--- config.mk ---
export PLATFORM = sky130hd
export DESIGN_NAME = intersection_controller
export DESIGN_NICKNAME = d
export VERILOG_FILES = /design/src/rtl/intersection_controller.sv
export SDC_FILE = /design/constraint.sdc
export NUM_CORES = 1
export LEC_CHECK = 0
export CORE_MARGIN = 4
export CORE_UTILIZATION = 40
export CTS_BUF_LIST = sky130_fd_sc_hd__clkbuf_8
export CTS_CLUSTER_DIAMETER = 150
export DETAILED_ROUTE_END_ITERATION = 6
export GPL_ROUTABILITY_DRIVEN = 0
export MAX_ROUTING_LAYER = met4
export PLACE_DENSITY = 0.63
export SKIP_LAST_GASP = 1
export SLEW_MARGIN = 20
export SYNTH_ARGS = -nofsm -noshare
export SYNTH_HDL_FRONTEND = slang
export SYNTH_SLANG_ARGS = --single-unit
--- constraint.sdc ---
create_clock -name clk -period 2.15 [get_ports clk]
set_input_delay 0.43 -clock clk [delete_from_list [all_inputs] [get_ports clk]]
set_output_delay 0.43 -clock clk [all_outputs]
set_load 0.03 [all_outputs]
--- src/rtl/intersection_controller.sv ---
// intersection_controller
// Two-road traffic controller: major road NS, minor road EW served on demand.
// It sequences green, yellow and all-red phases and counts each dwell in ticks.
// A maintenance flash mode overrides the normal sequence.
// Light codes: 100 = red, 010 = yellow, 001 = green.
//
// Ports:
//   clk       system clock
//   reset     synchronous, active-high reset
//   tick      one-cycle timebase strobe; every dwell counts ticks
//   ew_car    EW vehicle sensor (level or pulse)
//   ped_req   pedestrian request (level or pulse)
//   flash_en  maintenance flash enable
//   ns_lights NS signal head code
//   ew_lights EW signal head code
//   walk      pedestrian walk for the EW crossing
//   phase     current state encoding (debug)
module intersection_controller #(
  parameter int CNT_W        = 8,
  parameter int NS_MIN_GREEN = 20,
  parameter int EW_GREEN     = 10,
  parameter int YELLOW_T     = 3,
  parameter int ALLRED_T     = 1
) (
  input  logic       clk,
  input  logic       reset,
  input  logic       tick,
  input  logic       ew_car,
  input  logic       ped_req,
  input  logic       flash_en,
  output logic [2:0] ns_lights,
  output logic [2:0] ew_lights,
  output logic       walk,
  output logic [2:0] phase
);

  typedef enum logic [2:0] {
    S_NS_GREEN  = 3'd0,
    S_NS_YELLOW = 3'd1,
    S_ALLRED_A  = 3'd2,
    S_EW_GREEN  = 3'd3,
    S_EW_YELLOW = 3'd4,
    S_ALLRED_B  = 3'd5,
    S_FLASH     = 3'd6
  } state_t;

  localparam logic [CNT_W-1:0] NS_LAST  = CNT_W'(NS_MIN_GREEN - 1);
  localparam logic [CNT_W-1:0] EWG_LAST = CNT_W'(EW_GREEN - 1);
  localparam logic [CNT_W-1:0] Y_LAST   = CNT_W'(YELLOW_T - 1);
  localparam logic [CNT_W-1:0] AR_LAST  = CNT_W'(ALLRED_T - 1);

  state_t           state_reg, state_next;
  logic [CNT_W-1:0] cnt_reg, cnt_next;
  logic             car_l_reg, car_l_next;
  logic             ped_l_reg, ped_l_next;
  logic             walk_reg, walk_next;
  logic             blink_reg, blink_next;

  // Terminal count and successor of the current state.
  logic [CNT_W-1:0] dwell_last;
  state_t           succ;

  always_comb begin
    dwell_last = '0;
    succ       = S_ALLRED_B;
    case (state_reg)
      S_NS_GREEN:  begin dwell_last = NS_LAST;  succ = S_NS_YELLOW; end
      S_NS_YELLOW: begin dwell_last = Y_LAST;   succ = S_ALLRED_A;  end
      S_ALLRED_A:  begin dwell_last = AR_LAST;  succ = S_EW_GREEN;  end
      S_EW_GREEN:  begin dwell_last = EWG_LAST; succ = S_EW_YELLOW; end
      S_EW_YELLOW: begin dwell_last = Y_LAST;   succ = S_ALLRED_B;  end
      S_ALLRED_B:  begin dwell_last = AR_LAST;  succ = S_NS_GREEN;  end
      default:     begin dwell_last = '0;       succ = S_ALLRED_B;  end
    endcase
  end

  always_comb begin
    state_next = state_reg;
    cnt_next   = cnt_reg;
    car_l_next = car_l_reg | ew_car;
    ped_l_next = ped_l_reg | ped_req;
    walk_next  = walk_reg;
    blink_next = blink_reg;

    if (flash_en && state_reg != S_FLASH) begin
      // Flash entry discards any coincident tick and wipes all context.
      state_next = S_FLASH;
      cnt_next   = '0;
      car_l_next = 1'b0;
      ped_l_next = 1'b0;
      blink_next = 1'b0;
    end else if (state_reg == S_FLASH) begin
      // Demand is not recorded while flashing.
      car_l_next = 1'b0;
      ped_l_next = 1'b0;
      if (flash_en) begin
        blink_next = blink_reg ^ tick;
      end else begin
        state_next = S_ALLRED_B;
        cnt_next   = '0;
        blink_next = 1'b0;
      end
    end else if (tick) begin
      if (cnt_reg == dwell_last) begin
        // NS green holds at its saturated count until there is demand.
        if (state_reg != S_NS_GREEN || car_l_reg || ped_l_reg) begin
          state_next = succ;
          cnt_next   = '0;
        end
      end else begin
        cnt_next = cnt_reg + 1'b1;
      end
    end

    // Entering EW green: walk takes the pending pedestrian request, and the
    // latches restart from this cycle's inputs so set wins over clear.
    if (state_next == S_EW_GREEN && state_reg != S_EW_GREEN) begin
      walk_next  = ped_l_reg;
      car_l_next = ew_car;
      ped_l_next = ped_req;
    end else if (state_next != S_EW_GREEN) begin
      walk_next = 1'b0;
    end
  end

  always_ff @(posedge clk) begin
    if (reset) begin
      state_reg <= S_ALLRED_B;
      cnt_reg   <= '0;
      car_l_reg <= 1'b0;
      ped_l_reg <= 1'b0;
      walk_reg  <= 1'b0;
      blink_reg <= 1'b0;
    end else begin
      state_reg <= state_next;
      cnt_reg   <= cnt_next;
      car_l_reg <= car_l_next;
      ped_l_reg <= ped_l_next;
      walk_reg  <= walk_next;
      blink_reg <= blink_next;
    end
  end

  // Heads decode only from registers, so they never glitch.
  always_comb begin
    ns_lights = 3'b100;
    ew_lights = 3'b100;
    case (state_reg)
      S_NS_GREEN:  ns_lights = 3'b001;
      S_NS_YELLOW: ns_lights = 3'b010;
      S_EW_GREEN:  ew_lights = 3'b001;
      S_EW_YELLOW: ew_lights = 3'b010;
      S_FLASH: begin
        ns_lights = blink_reg ? 3'b010 : 3'b000;
        ew_lights = blink_reg ? 3'b100 : 3'b000;
      end
      default: begin
        ns_lights = 3'b100;
        ew_lights = 3'b100;
      end
    endcase
  end

  assign walk  = walk_reg;
  assign phase = state_reg;

endmodule

# Word-level counts from Yosys, hierarchy flattened
# Index checks and enable logic that the tools add are counted.
[classes]
mul = 0
add_sub_neg = 1
magnitude_cmp = 0
div_mod_pow = 0
reduce_logical = 11
n_bitwise = 3
mux = 26
shift = 0
eq_ne = 13
[ops]
columns = ["cell", "n"]
rows = [
  ["8-bit 2-to-1 mux", 5],
  ["3-bit 2-to-1 mux", 7],
  ["3-bit one-hot mux with 3 select lines", 2],
  ["3-bit one-hot mux with 5 select lines", 1],
  ["5-bit one-hot mux with 3 select lines", 1],
  ["3-bit by 2-bit == test with 1-bit output (second input constant)", 3],
  ["3-bit == test (second input constant)", 3],
  ["1-bit 2-to-1 mux", 9],
  ["3-bit by 2-bit != test with 1-bit output (second input constant)", 3],
  ["8-bit by 1-bit adder with 8-bit output (second input constant)", 1],
  ["8-bit == test", 1],
  ["2-bit nonzero test", 2],
  ["2-bit OR reduction", 2],
  ["3-bit by 1-bit == test with 1-bit output (second input constant)", 1],
  ["3-bit logical NOT", 1],
  ["3-bit != test (second input constant)", 1],
  ["3-bit AND reduction", 1],
  ["3-bit nonzero test", 1],
  ["1-bit logical AND", 2],
  ["1-bit logical OR", 2],
  ["2-bit 2-to-1 mux", 1],
  ["2-bit != test (second input constant)", 1],
  ["1-bit OR", 2],
  ["1-bit bitwise XOR", 1],
]
[totals]
n_memories = 0
ff_bits = 15
latch_bits = 0
mem_bits_ro = 0
inputBits = 6
ramBits = 0

# Longest topological paths before layout
[depth]
depth_word = 11
depth_mapped = 8
ltp_nobuf = 5

# Worst setup path before layout
# No wires, ideal clock.
[synth_path]
path_type = "reg-to-reg"
from = "register state_reg[2] (netlist: phase[2])"
to = "register walk_reg (netlist: walk)"
n_path_buf = 0
setup_slack_ns = -0.354
arrival_time_ns = 2.401
path_stages_with_launch = 6
required_time_ns = 2.047
path_cell_list = "dfxtp_1 nor3b_1 mux2i_1 o211ai_1 nand4_1 a2111oi_2"
[synth_between]
elab_chain_cells = 11
[synth_rtl]
columns = ["item", "line_no", "text"]
rows = [
  ["from (decl)", "52", "state_t state_reg, state_next;"],
  ["from (signal assigned)", "135", "state_reg <= state_next;"],
  ["3-bit == test, or another cell as far along", "66", "case (state_reg)"],
  ["2-bit OR reduction (no line) or 1-bit logical OR (tied branches)", "n/a", ""],
  ["5-bit one-hot mux with 3 select lines or 1-bit logical OR (tied branches)", "66, 106", ""],
  ["8-bit == test or 3-bit 2-to-1 mux (tied branches)", "104, 106", ""],
  ["3-bit 2-to-1 mux", "104", "if (cnt_reg == dwell_last) begin"],
  ["3-bit 2-to-1 mux", "103", "end else if (tick) begin"],
  ["3-bit 2-to-1 mux", "92", "end else if (state_reg == S_FLASH) begin"],
  ["3-bit 2-to-1 mux", "85", "if (flash_en && state_reg != S_FLASH) begin"],
  ["3-bit by 2-bit == test with 1-bit output", "117", "if (state_next == S_EW_GREEN && state_reg != S_EW_GREEN) begin"],
  ["1-bit logical AND", "117", ""],
  ["1-bit 2-to-1 mux or 2-bit nonzero test (tied branches)", "n/a", ""],
  ["to (signal assigned)", "139", "walk_reg <= walk_next;"],
  ["to (decl)", "56", "logic walk_reg, walk_next;"],
]
# Parallel ways exist; a longest one is shown, timed or not.
# A chain may end at the register's enable or synchronous reset.

# Worst setup path in the final report
[layout_path]
from = "register state_reg[0] (netlist: phase[0])"
to = "register state_reg[1] (netlist: phase[1])"
[layout_between]
elab_chain_cells = 8
[layout_rtl]
columns = ["item", "line_no"]
rows = [
  ["3-bit == test, or another cell as far along", "66"],
  ["2-bit OR reduction (no line) or 1-bit logical OR (tied branches)", "n/a"],
  ["5-bit one-hot mux with 3 select lines or 1-bit logical OR (tied branches)", "66, 106"],
  ["8-bit == test or 3-bit 2-to-1 mux (tied branches)", "104, 106"],
  ["3-bit 2-to-1 mux", "104"],
  ["3-bit 2-to-1 mux", "103"],
  ["3-bit 2-to-1 mux", "92"],
  ["3-bit 2-to-1 mux *", "85"],
]
# Mark *: on every way between the ends. The rest lies on a longest branch, timed or not.

==> impl_results.md <==
* Status: finished, final reports clean
* Met1 usage at 23.7%
* WHS Path Cells at 2
* R2R depth at 5
* Mux contribution to synthesized area at under 10%
* Synth Area in Compound Gates at 20.9%
* TritonRoute pass-1 iters at 4
* Simple-Gate Fraction of Synth Area at a little under a third
* Hpwl dp at ~2000 um
* Setup TNS at 0 ps
* Post-synth ARST share at 0%
* Residual DRC at 0
* Num CTS Buffers at 3
* I/O Buffers at 15
* Crit path launch type: flop
* Area Growth Syn to Fin at 25.7%
* CTS Hold Bufs at 0
* Critical Path RT at between 2000 and 2500 ps
* Hold Path Class: reg2reg
* Post-synthesis xor/xnor area fraction at 5.08%
* Period Utilization, post-route at between 90% and 100%
* Core footprint at between 0.002 and 0.0025 mm^2
* Die Area at 0.00346 mm^2
* Fmax achieved at ~490 MHz
* WS Path Type: reg2reg
* Skew final at approximately 7.5 ps
* Area occupied by multi-input gates at between 600 and 700 um^2
* Row count at 18
* Final slew viol count at 0
* H-tree depth at 1
* Vias per cell at 5.87
* CP Capture Type: flop
* Netlist cell types at 44
* Warnings from Yosys at 0
* Placed inst area at ~0.0013 mm^2
* Unrepaired setup endpoints after global routing: false
* Post-synth EDFFs at 0
* Max Buffers Root-to-Sink at 2
* Worst path max stage delay at 510 ps
* Largest family of logic cells by synthesized area: simple AND/OR/NAND/NOR gates
* Chip width at around 60 um
* Initial antenna violation count at 0
* Mapped Cells at approximately 130
* DRT iter0 DRCs at 56
* Leak pwr at 0.484 nW
* Layout cell share with drive strength beyond 1 at 17.9%
* Max reg flops at 8
* Dominant synthesized flop cell: dfxtp_1
* Adder-cell share of the synthesized area at ~1.2%
* Top Ports at 16
* Seq cells post-synth at 15
* Vias in the first global route at just under 1,000
* Number of nets in the layout at roughly 160
* CTS tree: built
* Gr usage total at 17.0%
* Max-slew headroom at a little under three quarters
* Critical Path AT at roughly 2200 ps
* Final Hold Fails at 0
* Post-Syn Nets at ~140
* Maximum vdd drop at 488 uV
* Tmin final at between 2000 and 2500 ps
* Die height at 58.8 um
* Global-route wire length before repair at approximately 4400 um
* Vias at ~1,100
* Clk_lat worst skew at approximately 240 ps
* Slew @ Worst Pin at approximately 420 ps
* Synth Cell Area at just over 0.001 mm^2
* Drt total wl at around 2600 um
* Starting Density at around two fifths
* Number of setup violations in the final report at 0
* Seq/Total Area, Yosys at between 20% and 30%
* Grt peak-use layer: met2
* Diodes inserted at 0
* Grt met2 use at roughly a quarter
* Crit-path max FO at 10
* CTS root buf: clkbuf_8
* Syn Area/Cell at between 7 and 8 um^2
* Grt total ovfl at 0
* Worst path cell trace: mux2_2 -> mux2i_1 -> o211a_1 -> nor2_1 -> o311ai_1
* Largest net degree at the start of global routing at 11
* Design area at roughly 0.0013 mm^2
* Filler instances at between 200 and 300
* Reg clk slew, reported paths at ~60 ps
* Crit-path slowest cell: dfxtp_1
* Clock Sinks at 15
* Max Cap Viol at 0
* Met3 Resource Use GR at 2.85%
* Register area at just over 300 um^2
* Wire per inst at roughly 14 um
* Final ANT Viol Nets at 0
* Pwr/cell area at ~580 mW/mm^2
-- worst max-delay path: cells and delay by family (launching register included) --
| family | cells | cell delay, ps |
|---|---|---|
| AND/OR/NAND/NOR | 1 | 160 |
| multiplexers | 2 | 560 |
| flip-flops | 1 | 510 |
| AO/OA/AOI/OAI | 2 | 680 |
-- where the power goes --
part	total [mW]	switching (mW)	internal, mW
clock	0.222	0.0959	0.126
sequential	0.305	0.0166	0.288
combinational	0.221	0.133	0.0876
-- routing by layer --
layer,share of wire (%),up-vias
li1,-,528
met1,49,496
met2,44,37
met3,6.0,2
met4,1.0,0
met5,0,-
-- per-stage QoR --
stage | worst slack [ps] | total power [mW] | utilization [%] | instances | hold slack, ps
after floorplan | -10.4 | 0.461 | - | 132 | 471
after CTS | 90.4 | 0.756 | 52.4 | 181 | 522
after global placement | 150 | 0.528 | 50.6 | 177 | 500
after global routing | 11.9 | 0.792 | 52.4 | 181 | 538
final | 124 | 0.748 | 52.4 | 181 | 520
after detailed placement | -11.9 | 0.530 | 50.6 | 177 | 507
-- path summary, 6_finish.rpt --
check,start,end,slack [ps]
setup reg to reg,phase[0],phase[1],120
setup / recovery,phase[0],phase[1],120
hold / removal,cnt_reg[7],cnt_reg[7],520
hold reg to reg,cnt_reg[7],cnt_reg[7],520
-- layout make-up --
cell class,instances,area share [%]
Clock inverter,1,0.289
Inverter,6,1.73
Clock buffer,3,3.18
Tap cell,30,2.89
Sequential cell,15,23.2
Timing Repair Buffer,25,16.4
Multi-Input combinational cell,101,52.3
-- cells in the final DEF, fill, tap and decap left out, types with 2 or more instances in the layout --
master           count
xnor2_1              2
clkdlybuf4s50_1      9
or4_1                2
o211ai_1             5
nor3_1               6
inv_1                7
nor2_1              13
or3_1                2
mux2i_1              5
o21ai_0              9
clkbuf_8             3
buf_4               14
dlygate4sd2_1        2
nand2_1              6
nand4_1              9
dfxtp_1             14
nor4_1               3
nand2b_1             2
a21oi_1              7
xor2_1               4
-- cells by family (layout without fill, tap and decap cells) --
family          after synthesis  after routing
mux                           6              6
simple gates                 56             56
buf+inv                      16             35
fa+ha+maj                     1              1
flops                        15             15
compound gates               32             32
xor+xnor                      6              6
-- Yosys cell counts (2+ instances only) --
| library cell | count | area, um^2 |
|---|---|---|
| buf_1 | 2 | 7.51 |
| o211ai_1 | 5 | 37.5 |
| nor3_1 | 7 | 35.0 |
| inv_1 | 6 | 22.5 |
| clkbuf_1 | 3 | 11.3 |
| nand2b_1 | 2 | 12.5 |
| o21ai_0 | 9 | 45.0 |
| nor4_1 | 3 | 18.8 |
| or3_1 | 2 | 12.5 |
| dfxtp_1 | 15 | 300 |
| nand4_1 | 9 | 56.3 |
| buf_2 | 4 | 20.0 |
| nand2_1 | 6 | 22.5 |
| a21oi_1 | 7 | 35.0 |
| xnor2_1 | 2 | 17.5 |
| nor2_1 | 14 | 52.6 |
| mux2i_1 | 5 | 50.1 |
| or4_1 | 2 | 15.0 |
| xor2_1 | 4 | 35.0 |
-- repair_timing --
item / CTS / global route
gates resized for setup: 4 / 1
buffers inserted: 0 / 0
hold endpoints to repair: 0 / 0
endpoints found under the setup margin: 4 / 1
Power figures use the tool's default switching activity.
